**src/rtl/rv_pkg.sv**
```systemverilog
// Shared constants and types for the RV32IC integer datapath.
package rv_pkg;
  localparam int XLEN = 32;
  localparam int NREG = 32;
  localparam int AW   = 5;

  typedef logic [AW-1:0]   reg_idx_t;
  typedef logic [XLEN-1:0] word_t;

  localparam reg_idx_t ZERO_REG = 5'd0;
endpackage

```
**src/rtl/reg_file_2r1w_word.sv**
```systemverilog
// Single-word load register: clears asynchronously on reset and captures data when load is high.
module reg_file_2r1w_word #(
  parameter int W = 32
) (
  input  logic         reset,
  input  logic         clock,
  input  logic [W-1:0] data,
  input  logic         load,
  output logic [W-1:0] out
);

  always_ff @(posedge clock or posedge reset) begin
    if (reset) begin
      out <= '0;
    end else if (load) begin
      out <= data;
    end
  end

endmodule

```
**src/rtl/reg_file_2r1w.sv**
```systemverilog
// Integer register file: x0 is hardwired to zero, with one write port, two combinational reads and a write counter.
// Optional macro RF_BYPASS_EN adds write-through forwarding from the write port to both read ports.
module reg_file_2r1w
  import rv_pkg::*;
(
  input  logic       clk,
  input  logic       res,
  input  logic       wr_en,
  input  reg_idx_t   wr_addr,
  input  word_t      wr_data,
  input  reg_idx_t   rd_addr1,
  output word_t      rd_data1,
  input  reg_idx_t   rd_addr2,
  output word_t      rd_data2,
  output logic [7:0] wr_cnt
);

  word_t regs [NREG];
  logic  wr_commit;

  assign regs[0]   = '0;
  assign wr_commit = wr_en && (wr_addr != ZERO_REG);

  for (genvar i = 1; i < NREG; i++) begin : g_word
    reg_file_2r1w_word #(.W(XLEN)) u_word (
      .reset (res),
      .clock (clk),
      .data  (wr_data),
      .load  (wr_en && (wr_addr == reg_idx_t'(i))),
      .out   (regs[i])
    );
  end

`ifdef RF_BYPASS_EN
  // x0 never matches because wr_commit excludes it; stored words are already zero in reset.
  always_comb begin
    rd_data1 = regs[rd_addr1];
    rd_data2 = regs[rd_addr2];
    if (!res && wr_commit && (rd_addr1 == wr_addr)) rd_data1 = wr_data;
    if (!res && wr_commit && (rd_addr2 == wr_addr)) rd_data2 = wr_data;
  end
`else
  assign rd_data1 = regs[rd_addr1];
  assign rd_data2 = regs[rd_addr2];
`endif

  always_ff @(posedge clk or posedge res) begin
    if (res) begin
      wr_cnt <= '0;
    end else if (wr_commit) begin
      wr_cnt <= wr_cnt + 8'd1;
    end
  end

endmodule

```
**config.mk**
```make
export PLATFORM = sky130hd
export DESIGN_NAME = reg_file_2r1w
export DESIGN_NICKNAME = d
export VERILOG_FILES = /design/src/rtl/rv_pkg.sv /design/src/rtl/reg_file_2r1w_word.sv /design/src/rtl/reg_file_2r1w.sv
export SDC_FILE = /design/constraint.sdc
export NUM_CORES = 2
export LEC_CHECK = 0
export ABC_CLOCK_PERIOD_IN_PS = 44400
export BUFFER_PORTS_ARGS = -buffer_cell sky130_fd_sc_hd__buf_2
export CORE_ASPECT_RATIO = 1.25
export CORE_MARGIN = 4
export CORE_UTILIZATION = 40
export DETAILED_ROUTE_END_ITERATION = 7
export SLEW_MARGIN = 5
export SYNTH_ARGS = -nofsm -noshare
export SYNTH_HDL_FRONTEND = slang
export SYNTH_SLANG_ARGS = --single-unit
```
**constraint.sdc**
```tcl
create_clock -name clk -period 44.4 [get_ports clk]
set_clock_uncertainty 0.15 [all_clocks]
set_input_delay 6.66 -clock clk [delete_from_list [all_inputs] [get_ports clk]]
set_output_delay 6.66 -clock clk [all_outputs]
set_load 0.02 [all_outputs]
```
======== Word level (Yosys, flattened, before mapping) ========
Cells that the tools add are included.
operators by class
  mux-type cells .......................... 6
  bitwise operators ....................... 2
  $lt $le $gt $ge ......................... 2
  reduce and logical (&&, ||, !) cells .... 33
  equality and inequality tests ........... 31
  add/subtract/negate cells ............... 1
operators with widths
  kind                                                                   count
  32-bit binary-select mux with 5-bit select                             2
  32-bit two-way mux                                                     4
  5-bit equality test, second input constant                             16
  5-bit by 4-bit equality test with 1-bit output, second input constant  8
  1-bit logical AND                                                      32
  5-bit by 3-bit equality test with 1-bit output, second input constant  4
  6-bit greater-or-equal comparator, second input constant               2
  5-bit NOT with 6-bit output                                            2
  5-bit by 2-bit equality test with 1-bit output, second input constant  2
  8-bit by 1-bit adder with 8-bit output, second input constant          1
  5-bit by 1-bit equality test with 1-bit output, second input constant  1
  5-bit nonzero test                                                     1
word-level totals
  register bits ........................... 1,000
  word-level logic and storage cells ...... 107
  input bits .............................. 50

======== Logic depth before layout (Yosys ltp) ========
  depth after elaboration ................. 4
  depth in mapped cells ................... 9

======== Cells and area by module ========
From an unflattened synthesis, not the netlist that was laid out.
unflattened totals
  cell total of the unflattened synthesis .. 3,634
  area, all modules ....................... 58,502.4 um^2
modules (own cells, without submodules)
  module              cells each  times used  area each (um^2)
  reg_file_2r1w_word  69          31          1,348.8
  reg_file_2r1w       1,495       1           16,689.8

======== Least setup slack after synthesis ========
OpenSTA, ideal clock, no wires.
  path kind ............................... input -> output
  start ................................... input port rd_addr1[2]
  end ..................................... output port rd_data1[0]
  required time ........................... 37.590 ns
  arrival time ............................ 8.313 ns
  path slack .............................. 29.277 ns
  cell stages on the path ................. 8
  cell sequence ........................... buf_2 > buf_4 > buf_6 > buf_2 > inv_1 > clkbuf_1 > a211oi_1 > o31ai_1
between the ends
  word-level cells in the longest chain between the ends .. 4
RTL lines
  what                                                    line                 RTL
  from (decl)                                             reg_file_2r1w.sv:11  input reg_idx_t rd_addr1,
  5-bit NOT with 6-bit output (implied by the code)       reg_file_2r1w.sv:43  assign rd_data1 = regs[rd_addr1];
  32-bit binary-select mux with 5-bit select              reg_file_2r1w.sv:43
  32-bit two-way mux (implied by the code) (2 in series)  reg_file_2r1w.sv:43
  to (decl)                                               reg_file_2r1w.sv:12  output word_t rd_data1,
Every way passes these cells. The select of a mux whose other input is x is not followed.

======== Worst setup path in the final report ========
  start ................................... input port rd_addr1[2]
  end ..................................... output port rd_data1[14]
The elaborated chain is that of the path after synthesis.

==> Flow_metrics.wiki <==
{| class="wikitable"
! Metric !! Value
|-
| Run status || finished clean
|-
| Total congestion overflow after global routing || 0
|-
| Routed WL per cell || approximately 32 um
|-
| Worst Setup Start Kind || input pin
|-
| Cell row count || 150
|-
| H-tree depth || 3
|-
| Die area || 140,000 um^2
|-
| Drt pass-1 iters || 5
|-
| Crit path from || rd_addr1[2]
|-
| Number of top-level pins || 122
|-
| Crit-path max FO || 41
|-
| Fillers || around 12,000
|-
| Number of buffers inserted to repair setup after CTS || 0
|-
| Final Setup Violations || 0
|-
| Placeable core region || about 130,000 um^2
|-
| Number of unique standard cell types used by synthesis || 33
|-
| Max capacitance violation total || 0
|-
| Actual transition at the worst max-transition pin || roughly 1.4 ns
|-
| Fraction of layout cells with a size suffix above 1 || 0.457
|-
| Post-DP HPWL || 98,500 um
|-
| Worst Path Required || about 38 ns
|-
| Total number of vias || ~34,000
|-
| Die Height || 418 um
|-
| Total of hold buffers inserted after clock tree synthesis || 0
|-
| Mapped Avg Cell Area || roughly 15 um^2
|-
| Share of the yosys chip area belonging to registers || 0.466
|-
| Via count of the first global-routing pass || approximately 35,000
|-
| Flop and latch count out of synthesis || 1,000
|-
| DRC marker count from the first detailed-route iteration || ~3,000
|-
| Setup TNS || 0 ns
|-
| Final number of max-transition violations || 0
|-
| Number of warnings printed during yosys synthesis || 0
|-
| Flip-flop cell with the highest count after synthesis || dfrtp_1
|-
| Number of instances in the synthesized netlist || 3,629
|-
| Layout area overhead || 10.0%
|-
| Max frequency || 55.8 MHz
|-
| End-of-flow core utilization || 0.443
|-
| RSZ-0062 raised after global routing || no
|-
| DIE WIDTH || 336 um
|-
| Power, Total || between 2 and 3 mW
|-
| Clock latency of the later-clocked register in the worst-skew pair || ~0.7 ns
|-
| Type of the most critical hold path || reg -> reg
|-
| Maximum count of clock buffers along a single path || 3
|-
| Largest net degree at the start of global routing || 171
|-
| Final critical delay including setup and external delays || 17.92 ns
|-
| Power density relative to cell area || about 46 nW/um^2
|-
| Reg-to-Reg Start || wr_cnt[2]
|-
| Clock transition at the registers of the reported paths || 0.06 ns
|-
| Combined area of all synthesized cells || between 50,000 and 60,000 um^2
|-
| Hold Fails Final Rpt || 0
|-
| Arrival time at the worst endpoint || ~11 ns
|-
| Remaining antenna violation count || 0
|-
| CTS Sinks || around 1,000
|-
| DRT Wirelength || between 150,000 and 200,000 um
|-
| Number of enable-type register cells in the synthesized netlist || 0
|-
| Worst-case headroom to the max-slew limit || 0.0853
|-
| Initial antenna violation count || 14
|-
| Worst slack on hold paths || approximately 0.33 ns
|-
| GR Util All Layers || 0.248
|-
| Post-Synthesis Net Count || 3,680
|-
| Wire length of the first global-routing pass || 254,000 um
|-
| Post-route fraction of the period consumed by the critical path || 0.404
|-
| Number of buffers added by the clock tree synthesis step || ~110
|-
| Nature of the critical path endpoint || output pin
|-
| Worst supply voltage drop on vdd || around 38 uV
|-
| Post_cts resized || 0
|-
| Number of nets in the layout || roughly 3,600
|-
| I/O Buffers || approximately 120
|-
| Most frequent standard cell in the layout excluding fill and tap cells || dfrtp_1
|-
| Critical setup path kind || in -> out
|-
| Post-synth ARST share || 1.00
|-
| CTS tree || yes
|-
| Leading cell types in the layout, fill and taps excluded || dfrtp_1, mux2_2, mux4_2
|-
| Starting utilization of the core area || 0.402
|-
| Worst hold path startpoint || wr_cnt[6]
|-
| CTS Root Buffer Type || clkbuf_16
|-
| Routability congestion estimate from global placement || approximately 0.79
|-
| Static leakage || between 20 and 30 nW
|-
| Number of remaining DRC errors || 0
|-
| Via-to-Cell Ratio || between 6 and 7
|}
-- synth_stat cells, drive strengths merged, types with 8 or more instances --
library cell  count  area share
mux2           1057        0.22
dfrtp          1000        0.47
mux4            384        0.16
buf             226       0.024
a22o            192       0.031
mux2i           192       0.036
clkbuf          176       0.012
and2             66      0.0077
a211oi           64      0.0090
o21ai            64      0.0060
o22ai            64      0.0075
o31ai            64      0.0090
nor2             19      0.0013
nand2            16      0.0011
nor2b             8     0.00093
-- worst max-delay path, cell delays in order --
cell and delay (ns):
buf_8 0.30, buf_4 0.61, buf_4 0.78, buf_4 0.73, mux4_2 0.34, mux2i_1 0.07, and2_1 0.18, o31ai_1 0.96
buf_2 0.33
-- metal layers --
| layer | vias up | part of all wire | global-route usage | routed length [um] |
|---|---|---|---|---|
| li1 | 13900 | - | - | - |
| met1 | 18600 | 0.41 | 0.333 | 71200 |
| met2 | 1156 | 0.49 | 0.416 | 85100 |
| met3 | 348 | 0.066 | 0.0378 | 11400 |
| met4 | 4 | 0.033 | 0.0770 | 5770 |
| met5 | - | 0.00012 | 0 | 21 |
-- metrics by stage --
| step | setup WS [ns] | instances | cell area, um^2 |
|---|---|---|---|
| 4_1_cts | 26.60 | 5368 | 59000 |
| 3_5_place_dp | 26.61 | 5176 | 55500 |
| 2_1_floorplan | 9.45 | 3629 | 53700 |
| 3_3_place_gp | 26.62 | 5176 | 55500 |
| 5_1_grt | 26.40 | 5368 | 59000 |
| 6_report | 26.48 | 5373 | 59100 |
-- cell families (layout without fill, tap and decap cells) --
family                     after synthesis  count (layout)  synth area share
other                                    0               5                 0
and+or+nand+nor                        134             134            0.0143
muxes                                 1633            1633             0.419
AOI/OAI and AO/OA                      449             449            0.0629
xor gates and xnor gates                 7               7           0.00114
buffers and inverters                  405             396            0.0365
DFF                                   1000            1000             0.466
adders and majority gates                1               1          0.000233
-- report_power, final --
part,total (mW),switching (mW),internal (mW)
clock,0.921,0.390,0.531
combinational,0.570,0.245,0.325
sequential,1.22,0.126,1.09
-- sequential cells by signal, summed over array words and instances (netlist names) --
register           count
g_word.u_word.out    992
wr_cnt                 8
-- worst paths after layout --
kind	endpoint	slack, ns	cells past startpoint
min reg2reg	wr_cnt[6]	0.33	1
min	wr_cnt[6]	0.33	1
max in group asynchronous	g_word[11].u_word.out[31]	34.82	5
max reg2reg	wr_cnt[7]	43.06	4
min in group asynchronous	wr_cnt[6]	5.91	2
max	rd_data1[14]	26.48	9
-- final cells by class --
type / count / area (um^2) / share of cell area
Clock buffer: 157 / 3110 / 0.0527
Sequential cell: 1000 / 25000 / 0.424
Clock inverter: 35 / 445 / 0.00754
Antenna cell: 5 / 12.5 / 0.000212
Tap cell: 1748 / 2190 / 0.0370
Inverter: 3 / 18.8 / 0.000318
Timing Repair Buffer: 201 / 1290 / 0.0218
Multi-Input combinational cell: 2224 / 27000 / 0.457
Power figures use the tool's default switching activity.
